[config.mk]
export PLATFORM = sky130hd
export DESIGN_NAME = uart_loader
export DESIGN_NICKNAME = d
export VERILOG_FILES = /design/src/rtl/uart_pkg.sv /design/src/rtl/uart_timeout_cnt.sv /design/src/rtl/uart_loader.sv
export SDC_FILE = /design/constraint.sdc
export NUM_CORES = 1
export LEC_CHECK = 0
export CAP_MARGIN = 20
export CORE_MARGIN = 1
export CORE_UTILIZATION = 52
export DETAILED_ROUTE_END_ITERATION = 8
export PLACE_DENSITY = 0.73
export SYNTH_ARGS = -nofsm -noshare
export SYNTH_HDL_FRONTEND = slang
export SYNTH_HIERARCHICAL = 1
export SYNTH_SLANG_ARGS = --single-unit
export TNS_END_PERCENT = 50
[constraint.sdc]
create_clock -name clk -period 2.6 [get_ports clk]
set_input_delay 0.26 -clock clk [delete_from_list [all_inputs] [get_ports clk]]
set_output_delay 0.26 -clock clk [all_outputs]
set_load 0.02 [all_outputs]
[src/rtl/uart_pkg.sv]
// -----------------------------------------------------------------------------
// uart_pkg
// Shared types and constants for the serial program loader.
//   loader_state_t    : frame parser states
//   SYNC_BYTE_DEFAULT : default frame start marker
//   BIDX_W            : width of the byte-within-field index (0..3)
//   xor_byte()        : running-checksum update helper
// -----------------------------------------------------------------------------
package uart_pkg;

  typedef enum logic [2:0] {
    IDLE     = 3'd0,
    ADDR     = 3'd1,
    CNT      = 3'd2,
    DATA     = 3'd3,
    WAIT_MEM = 3'd4,
    CSUM     = 3'd5
  } loader_state_t;

  localparam logic [7:0] SYNC_BYTE_DEFAULT = 8'hA5;

  // Address and data fields are both 4 bytes long.
  localparam int unsigned BIDX_W = 2;

  // Fold one more byte into the running XOR checksum.
  function automatic logic [7:0] xor_byte(input logic [7:0] acc, input logic [7:0] b);
    return acc ^ b;
  endfunction

endpackage

[src/rtl/uart_timeout_cnt.sv]
// -----------------------------------------------------------------------------
// uart_timeout_cnt
// Inter-byte idle counter. Counts enabled cycles since the last clear and
// flags expiry when the count reaches TIMEOUT_CYCLES-1 while still enabled.
// Ports:
//   clk      : system clock
//   rst      : synchronous active-high reset
//   clear_i  : restart the count (byte seen, or state that does not time out)
//   en_i     : count this cycle
//   expire_o : high for the cycle in which the limit is reached
// Parameters:
//   TIMEOUT_CYCLES : idle cycles tolerated between bytes (>= 2)
// -----------------------------------------------------------------------------
module uart_timeout_cnt #(
  parameter int unsigned TIMEOUT_CYCLES = 5_000_000
) (
  input  logic clk,
  input  logic rst,
  input  logic clear_i,
  input  logic en_i,
  output logic expire_o
);

  localparam int unsigned CNT_W = (TIMEOUT_CYCLES > 2) ? $clog2(TIMEOUT_CYCLES) : 1;
  localparam logic [CNT_W-1:0] LAST = CNT_W'(TIMEOUT_CYCLES - 1);

  logic [CNT_W-1:0] cnt_q;

  // Idle cycle counter; saturates at LAST so it never wraps back to zero.
  always_ff @(posedge clk) begin
    if (rst || clear_i) begin
      cnt_q <= '0;
    end else if (en_i && (cnt_q != LAST)) begin
      cnt_q <= cnt_q + CNT_W'(1);
    end
  end

  // Combinational so the parser can abort on the very edge the limit is hit;
  // a clear in the same cycle always wins.
  assign expire_o = en_i && !clear_i && (cnt_q == LAST);

endmodule

[src/rtl/uart_loader.sv]
// -----------------------------------------------------------------------------
// uart_loader
// Parses a serial load frame from the UART receiver and issues 32-bit word
// writes into instruction/data memory:
//   SYNC | ADDR[31:24] .. ADDR[7:0] | N | N x (D[31:24] .. D[7:0]) | [CSUM]
// Optional feature macro: UART_LOADER_CSUM_EN adds a trailing XOR checksum byte
// covering every byte after SYNC; when undefined err_csum is constant 0.
// Ports:
//   clk, rst            : clock, synchronous active-high reset
//   rx_valid, rx_data   : one-cycle byte strobe and byte from the receiver
//   mem_ready           : memory accepts the pending write this cycle
//   mem_we              : write request, held until mem_ready
//   mem_addr, mem_wdata : word address (bits [1:0] = 0) and data of the write
//   busy                : frame in progress (any state but IDLE)
//   done                : pulse, frame completed
//   err_timeout         : pulse, inter-byte timeout abort
//   err_overrun         : pulse, byte arrived while a write was pending
//   err_csum            : pulse, checksum mismatch
// -----------------------------------------------------------------------------
module uart_loader
  import uart_pkg::*;
#(
  parameter logic [7:0]  SYNC_BYTE      = SYNC_BYTE_DEFAULT,
  parameter int unsigned TIMEOUT_CYCLES = 5_000_000,
  parameter int unsigned ADDR_W         = 32
) (
  input  logic              clk,
  input  logic              rst,
  input  logic              rx_valid,
  input  logic [7:0]        rx_data,
  input  logic              mem_ready,
  output logic              mem_we,
  output logic [ADDR_W-1:0] mem_addr,
  output logic [31:0]       mem_wdata,
  output logic              busy,
  output logic              done,
  output logic              err_timeout,
  output logic              err_overrun,
  output logic              err_csum
);

  localparam logic [BIDX_W-1:0] BIDX_LAST = BIDX_W'(3);

  loader_state_t     state_q;
  logic [BIDX_W-1:0] bidx_q;
  logic [ADDR_W-1:0] addr_q;
  // Only the first three data bytes need storing; the fourth arrives with the write.
  logic [23:0]       word_q;
  logic [7:0]        cnt_q;
  logic              mem_we_q;
  logic [ADDR_W-1:0] mem_addr_q;
  logic [31:0]       mem_wdata_q;
  logic              busy_q;
  logic              done_q;
  logic              err_timeout_q;
  logic              err_overrun_q;
`ifdef UART_LOADER_CSUM_EN
  logic [7:0]        csum_q;
  logic              err_csum_q;
`endif

  logic [ADDR_W-1:0] addr_shift_d;
  logic [ADDR_W-1:0] addr_inc_d;
  logic [31:0]       word_shift_d;
  logic              last_byte_d;
  logic              tmo_clear_d;
  logic              tmo_en_d;
  logic              tmo_expire;

  assign addr_shift_d = {addr_q[ADDR_W-9:0], rx_data};
  assign addr_inc_d   = addr_q + ADDR_W'(4);
  assign word_shift_d = {word_q, rx_data};
  assign last_byte_d  = (bidx_q == BIDX_LAST);

  // Timeout only runs while waiting on the host inside a frame.
  always_comb begin
    tmo_clear_d = 1'b0;
    tmo_en_d    = 1'b0;
    if (rx_valid || (state_q == IDLE) || (state_q == WAIT_MEM)) begin
      tmo_clear_d = 1'b1;
    end else begin
      tmo_en_d = 1'b1;
    end
  end

  uart_timeout_cnt #(
    .TIMEOUT_CYCLES (TIMEOUT_CYCLES)
  ) u_timeout (
    .clk      (clk),
    .rst      (rst),
    .clear_i  (tmo_clear_d),
    .en_i     (tmo_en_d),
    .expire_o (tmo_expire)
  );

  // Frame parser with registered memory interface and status outputs.
  always_ff @(posedge clk) begin
    if (rst) begin
      state_q       <= IDLE;
      bidx_q        <= '0;
      addr_q        <= '0;
      word_q        <= '0;
      cnt_q         <= '0;
      mem_we_q      <= 1'b0;
      mem_addr_q    <= '0;
      mem_wdata_q   <= '0;
      busy_q        <= 1'b0;
      done_q        <= 1'b0;
      err_timeout_q <= 1'b0;
      err_overrun_q <= 1'b0;
`ifdef UART_LOADER_CSUM_EN
      csum_q        <= '0;
      err_csum_q    <= 1'b0;
`endif
    end else begin
      // Status pulses last a single cycle unless re-asserted below.
      done_q        <= 1'b0;
      err_timeout_q <= 1'b0;
      err_overrun_q <= 1'b0;
`ifdef UART_LOADER_CSUM_EN
      err_csum_q    <= 1'b0;
`endif
      case (state_q)
        IDLE: begin
          if (rx_valid && (rx_data == SYNC_BYTE)) begin
            state_q <= ADDR;
            busy_q  <= 1'b1;
            bidx_q  <= '0;
            addr_q  <= '0;
`ifdef UART_LOADER_CSUM_EN
            csum_q  <= '0;
`endif
          end
        end

        ADDR: begin
          if (rx_valid) begin
`ifdef UART_LOADER_CSUM_EN
            csum_q <= xor_byte(csum_q, rx_data);
`endif
            bidx_q <= bidx_q + BIDX_W'(1);
            if (last_byte_d) begin
              // Word-align the completed address.
              addr_q  <= {addr_shift_d[ADDR_W-1:2], 2'b00};
              state_q <= CNT;
            end else begin
              addr_q <= addr_shift_d;
            end
          end else if (tmo_expire) begin
            state_q       <= IDLE;
            busy_q        <= 1'b0;
            err_timeout_q <= 1'b1;
          end
        end

        CNT: begin
          if (rx_valid) begin
`ifdef UART_LOADER_CSUM_EN
            csum_q <= xor_byte(csum_q, rx_data);
`endif
            cnt_q  <= rx_data;
            bidx_q <= '0;
            if (rx_data == 8'd0) begin
`ifdef UART_LOADER_CSUM_EN
              state_q <= CSUM;
`else
              state_q <= IDLE;
              busy_q  <= 1'b0;
              done_q  <= 1'b1;
`endif
            end else begin
              state_q <= DATA;
            end
          end else if (tmo_expire) begin
            state_q       <= IDLE;
            busy_q        <= 1'b0;
            err_timeout_q <= 1'b1;
          end
        end

        DATA: begin
          if (rx_valid) begin
`ifdef UART_LOADER_CSUM_EN
            csum_q <= xor_byte(csum_q, rx_data);
`endif
            word_q <= word_shift_d[23:0];
            bidx_q <= bidx_q + BIDX_W'(1);
            if (last_byte_d) begin
              mem_we_q    <= 1'b1;
              mem_addr_q  <= addr_q;
              mem_wdata_q <= word_shift_d;
              state_q     <= WAIT_MEM;
            end
          end else if (tmo_expire) begin
            state_q       <= IDLE;
            busy_q        <= 1'b0;
            err_timeout_q <= 1'b1;
          end
        end

        WAIT_MEM: begin
          if (mem_ready) begin
            mem_we_q <= 1'b0;
            addr_q   <= addr_inc_d;
            cnt_q    <= cnt_q - 8'd1;
            if (cnt_q == 8'd1) begin
`ifdef UART_LOADER_CSUM_EN
              // A byte arriving with the accept is the checksum itself.
              if (rx_valid) begin
                state_q <= IDLE;
                busy_q  <= 1'b0;
                if (rx_data == csum_q) begin
                  done_q <= 1'b1;
                end else begin
                  err_csum_q <= 1'b1;
                end
              end else begin
                state_q <= CSUM;
              end
`else
              state_q <= IDLE;
              busy_q  <= 1'b0;
              done_q  <= 1'b1;
`endif
            end else begin
              state_q <= DATA;
              // A byte arriving with the accept is byte 0 of the next word.
              if (rx_valid) begin
`ifdef UART_LOADER_CSUM_EN
                csum_q <= xor_byte(csum_q, rx_data);
`endif
                word_q <= word_shift_d[23:0];
                bidx_q <= BIDX_W'(1);
              end else begin
                bidx_q <= '0;
              end
            end
          end else if (rx_valid) begin
            // Host outran memory: abandon the pending write.
            mem_we_q      <= 1'b0;
            state_q       <= IDLE;
            busy_q        <= 1'b0;
            err_overrun_q <= 1'b1;
          end
        end

`ifdef UART_LOADER_CSUM_EN
        CSUM: begin
          if (rx_valid) begin
            state_q <= IDLE;
            busy_q  <= 1'b0;
            if (rx_data == csum_q) begin
              done_q <= 1'b1;
            end else begin
              err_csum_q <= 1'b1;
            end
          end else if (tmo_expire) begin
            state_q       <= IDLE;
            busy_q        <= 1'b0;
            err_timeout_q <= 1'b1;
          end
        end
`endif

        default: begin
          state_q  <= IDLE;
          busy_q   <= 1'b0;
          mem_we_q <= 1'b0;
        end
      endcase
    end
  end

  assign mem_we      = mem_we_q;
  assign mem_addr    = mem_addr_q;
  assign mem_wdata   = mem_wdata_q;
  assign busy        = busy_q;
  assign done        = done_q;
  assign err_timeout = err_timeout_q;
  assign err_overrun = err_overrun_q;
`ifdef UART_LOADER_CSUM_EN
  assign err_csum    = err_csum_q;
`else
  assign err_csum    = 1'b0;
`endif

endmodule

### After elaboration in Yosys (flattened, before gate mapping)

Cells that the tools add are included.
Widths: inputs -> output; s select.

| cells by class | value |
|---|---|
| $add $sub $neg | 4 |
| equal/unequal tests | 23 |
| muxes and demuxes | 53 |
| bitwise gates (word level) | 3 |
| reductions and logical operators | 27 |

Operators with widths:

| operator | count |
|---|---|
| $mux 32 | 3 |
| $pmux 32 s3 | 1 |
| $mux 24 | 3 |
| $pmux 24 s2 | 1 |
| $add 32x3->32 const B | 1 |
| $mux 3 | 9 |
| $add 23x1->23 const B | 1 |
| $eq 23x23->1 const B | 1 |
| $ne 23x23->1 const B | 1 |
| $mux 1 | 20 |
| $mux 2 | 8 |
| $mux 8 | 2 |
| $pmux 8 s2 | 1 |
| $pmux 3 s5 | 1 |
| $ne 2x2->1 const B | 7 |
| $ne 3x3->1 const B | 4 |
| $reduce_and 4->1 | 3 |
| $reduce_or 3->1 | 4 |
| $reduce_and 3->1 | 3 |
| $eq 8x1->1 const B | 1 |
| $eq 8x8->1 const B | 1 |
| $logic_not 8->1 | 1 |
| $pmux 2 s4 | 1 |
| $sub 8x1->8 const B | 1 |
| 21 further kinds | 31 |

| word-level totals | value |
|---|---|
| register bits | 161 |
| input port bits | 12 |
| output and inout bits | 70 |
| logic and storage cells | 123 |

### Depth between registers and ports, before layout

| depth | value |
|---|---|
| depth in word-level cells | 10 |
| mapped depth | 10 |
| mapped depth without buffers | 9 |

### By module

Netlist, hierarchy kept.

By module, submodules not included:

| module | instances | cells each | area each (µm²) | seq. area each (µm²) |
|---|---|---|---|---|
| uart_loader | 1 | 806 | 6421.2 | 2762.6 |
| uart_timeout_cnt | 1 | 129 | 1131.1 | 460.4 |

### Worst setup path after synthesis

OpenSTA, ideal clock, no wires.

| path | value |
|---|---|
| kind | reg2reg |
| from | register state_q[0] |
| to | register u_timeout.cnt_q[6] |
| library setup time | 0.059 ns |
| data arrival time | 2.171 ns |
| required time | 2.541 ns |
| slack | 0.370 ns |
| cell stages (with the launch flop) | 9 |
| path buffers | 2 |
| period minus slack after synthesis | 2.230 ns |
| cells stage by stage | dfxtp_1 clkbuf_1 nor2_1 nor2_1 inv_1 or2_2 clkbuf_1 or4_1 nand2_1 |

| on the way | value |
|---|---|
| longest elaborated chain between the ends | 5 |
| elaborated cells on any way between the ends | 8 |
| those cells by class | eq/ne: 1; mux: 2; reduce/logical: 5 |

Ends and longest elaborated chain:

| element | RTL line | text |
|---|---|---|
| start: declaration | uart_loader.sv:44 | `loader_state_t state_q;` |
| start signal: assignment | uart_loader.sv:99 | `state_q <= IDLE;` |
| start signal: assignment | uart_loader.sv:126 | `state_q <= ADDR;` |
| start signal: assignment | uart_loader.sv:145 | `state_q <= CNT;` |
| $logic_not 3->1 | uart_loader.sv:79 | `if (rx_valid \|\| (state_q == IDLE) \|\| (state_q == WAIT_MEM)) begin` |
| $logic_or 1x1->1 | uart_loader.sv:79 |  |
| $logic_or 1x1->1 * | uart_loader.sv:79 |  |
| $mux 1 * | uart_loader.sv:79 |  |
| via tmo_en_d | uart_loader.sv:67 | `logic tmo_en_d;` |
| $logic_and 1x1->1 * | uart_timeout_cnt.sv:33 | `end else if (en_i && (cnt_q != LAST)) begin` |
| end signal: assignment | uart_timeout_cnt.sv:34 | `cnt_q <= cnt_q + CNT_W'(1);` |
| end: declaration | uart_timeout_cnt.sv:27 | `logic [CNT_W-1:0] cnt_q;` |

Mark *: on every way through the listed nets, which the timed path passes. The rest lies on a longest branch.
A chain may end at the register's enable or synchronous reset.

### Final worst setup path

| path | value |
|---|---|
| from | register state_q[0] |
| to | register state_q[0] |

| on the way | value |
|---|---|
| elaborated cells on any way between the ends | 22 |
| those cells by class | eq/ne: 8; mux: 7; reduce/logical: 7 |

RTL lines:

| element | RTL line | text |
|---|---|---|
| $logic_not 3->1 | uart_loader.sv:79 |  |
| $logic_or 1x1->1 | uart_loader.sv:79 |  |
| $logic_or 1x1->1 * | uart_loader.sv:79 |  |
| $mux 1 * | uart_loader.sv:79 |  |
| via tmo_en_d | uart_loader.sv:67 |  |
| $logic_and 1x1->1 * (2 in a row) | uart_timeout_cnt.sv:40 | `assign expire_o = en_i && !clear_i && (cnt_q == LAST);` |
| via tmo_expire | uart_loader.sv:68 | `logic tmo_expire;` |
| $mux 3 * | - |  |
| $mux 3, on equally long branches | - |  |
| $pmux 3 s5 * | uart_loader.sv:123 | `case (state_q)` |

Marked as above.

==> qor.txt <==
Status - finished clean
Clk sink count - 161
Die height - 123 µm
Routed length per instance - 15.6 µm
Nets@finish - 1028
Rows - 43
# fillers - 1207
Initial DRC count - 705
Vias/cell - 5.75
Via count - 6929
CP Capture Type - register
Final Hold Viols - 0
Hold Path Class - in2reg
Main flop type after synthesis - dfxtp_1
Slew @ Worst Pin - 875 ps
Req. time, crit path - 2900 ps
Ant. Diodes - 0
Ranking of synthesized cells by area - dfxtp_1 (43%), nand2_1 (8.7%), a21oi_1 (7.8%)
Async SR Flop Fraction - 0%
RSZ-0062 raised after global routing - false
Critical Path End - state_q[0]
All-Layer GR Usage - 26.3%
Hold buffers post-CTS - 0
CTS tree - done
Mapped Area - 7550 µm²
PD cells - 551 nW/µm²
Flop pwr share - 48.6%
Max_slew headroom - 41.3%
First-pass GRT wire length - 31.3 mm
Synth Net Count - 952
Tmin final - 2340 ps
Final cell count without fillers - 1204
Die X - 123 µm
Initial antenna violation count - 0
Clock power share - 49.2%
F_max - 0.427 GHz
Skew final - 10.0 ps
Final period utilization - 90.0%
Worst-path clk slew - 70 ps
Comb power frac - 2.2%
Area grow syn2layout - 22.0%
Reg-to-Reg End - state_q[0]
EDFF count, synth - 0
Final WL - 18.8 mm
First-pass iteration count of the detailed router - 5
Syn Area/Cell - 8.08 µm²
CP max FO - 15
TNS Setup - 0 ps
Max Cap Violations - 0
Pin count of the biggest net entering global routing - 71
Root buffer cell - clkbuf_16
Worst Setup Path Type - reg2reg
Register-to-register setup slack - 260 ps
Switching share of total power - 23.7%
Grt ovf - 0
Yosys warnings - 6
Worst EP arrival - 2640 ps
Final ANT Viol Nets - 0
Worst setup startpoint - state_q[0]
Total net switching power - 0.00120 W
Post-CTS sizing - 0
Crit start category - register
Clock buffer depth - 2
Full die area - 15000 µm²
Share of the synthesized area in the top cell type - 42.7%
Leakage - 3.41 nW
RR Startpoint - state_q[0]
Post-synthesis sequential area ratio - 42.7%
DRC - 0
Number of global-route vias before repair - 6262
HPWL after detailed placement - 12.8 mm
Worst vdd ir - 0.475 mV
Power Total - 0.00508 W
Share of cells above drive strength 1 - 10.9%
Port bufs - 80
FF+latch count, synth - 161
Clk_lat worst skew - 430 ps
Num CTS Buffers - 17
Gpl congestion - 0.846
# IOs - 82
Final setup violating endpoints - 0
Area leader, netlist - dfxtp_1
Synth cell types - 74
Placed insts - 1172
Core area - 14000 µm²
Setup Fix Bufs, Post-CTS - 0
Initial Utilization - 53.8%
H-tree levels - 4
Syn Inst Count - 935
FF-to-FF path depth - 9
Int Power - 0.00387 W
Slew Viols, Final - 0
worst min path at each step:
stage,start,to,slack (ps),depth (start not counted)
final,rst,mem_addr[30],400,2
after global routing,rst,mem_addr[15],430,2
after CTS,rst,cnt_q[3],390,2
after detailed placement,mem_wdata[1],mem_wdata[1],450,2
after global placement,mem_wdata[19],mem_wdata[19],440,2
after floorplan,rx_data[0],mem_wdata[0],400,2
area by class of cell:
| type | instances | area, µm² | area share [%] |
|---|---|---|---|
| multi-input combinational | 689 | 3940 | 42.7 |
| sequential | 161 | 3220 | 35.0 |
| timing repair buffer | 126 | 1180 | 12.8 |
| clock buffer | 17 | 425 | 4.62 |
| tap | 180 | 225 | 2.44 |
| clock inverter | 15 | 164 | 1.78 |
| inverter | 16 | 60.1 | 0.652 |
state kept, by name, indices dropped and copies added (netlist names):
name,cells
err_timeout,1
u_timeout/cnt_q,23
state_q,3
mem_we,1
cnt_q,8
mem_addr,32
bidx_q,2
word_q,24
addr_q,32
err_overrun,1
done,1
busy,1
mem_wdata,32
stage by stage:
stage,setup slack (ps),hold slack (ps),area [µm²],utilization [%]
2_1_floorplan,370,396,7550,-
3_3_place_gp,164,442,8630,61.4
3_5_place_dp,141,445,8630,61.4
4_1_cts,283,395,9220,65.6
5_1_grt,77.3,425,9220,65.6
6_report,259,398,9220,65.6
power by group through the flow:
stage | sequential [W] | clock [W] | combinational [W]
2_1_floorplan | 0.00252 | 0 | 0.0000579
3_3_place_gp | 0.00252 | 0 | 0.000113
3_5_place_dp | 0.00252 | 0 | 0.000113
4_1_cts | 0.00247 | 0.00253 | 0.000113
5_1_grt | 0.00247 | 0.00266 | 0.000121
6_report | 0.00247 | 0.00250 | 0.000114
routing by layer:
layer	global-route usage [%]	vias up	wire, µm
li1	-	3434	-
met1	35.4	3249	8790
met2	41.6	225	8810
met3	6.13	21	962
met4	8.08	0	244
met5	0	-	0
cells in the mapped netlist (9+ instances only):
cell	number
nand2_1	176
dfxtp_1	161
a21oi_1	118
nor2_1	94
clkbuf_1	47
nand3_1	32
o21ai_0	29
mux2i_1	28
inv_1	16
xor2_1	16
nand4_1	15
nor3_1	11
a21o_1	9
a31oi_1	9
nand2b_1	9
worst max-delay path: stages (launching register included):
cell and delay, ps:
dfxtp_1 640, nor2_1 190, nor2_1 220, inv_1 90, nor4_1 460, nor2_1 130
a21oi_1 170, nor2_1 50, o21ai_0 160, a21oi_1 90
placed cells by master, fill, tap and decap left out, drive strengths merged, types with 7 or more instances in the layout:
cell type,n
a211oi,8
a21o,9
a21oi,118
a31oi,9
a32o,8
and2,8
and3,10
buf,47
clkbuf,17
clkdlybuf4s50,79
dfxtp,161
inv,26
mux2i,28
nand2,176
nand2b,9
nand3,32
nand4,18
nor2,94
nor3,15
nor4,7
o21ai,35
xor2,16
kinds of logic after synthesis:
kind of cell | Yosys count | synth area share [%]
adders and majority gates | 5 | 0.828
muxes | 28 | 3.71
DFF | 161 | 42.7
and+or+nand+nor | 411 | 26.4
buffers and inverters | 85 | 5.35
xor gates and xnor gates | 17 | 1.97
other | 1 | 0.0497
AOI/OAI and AO/OA | 227 | 19.0
No activity file was read; power rests on OpenSTA's default activity.
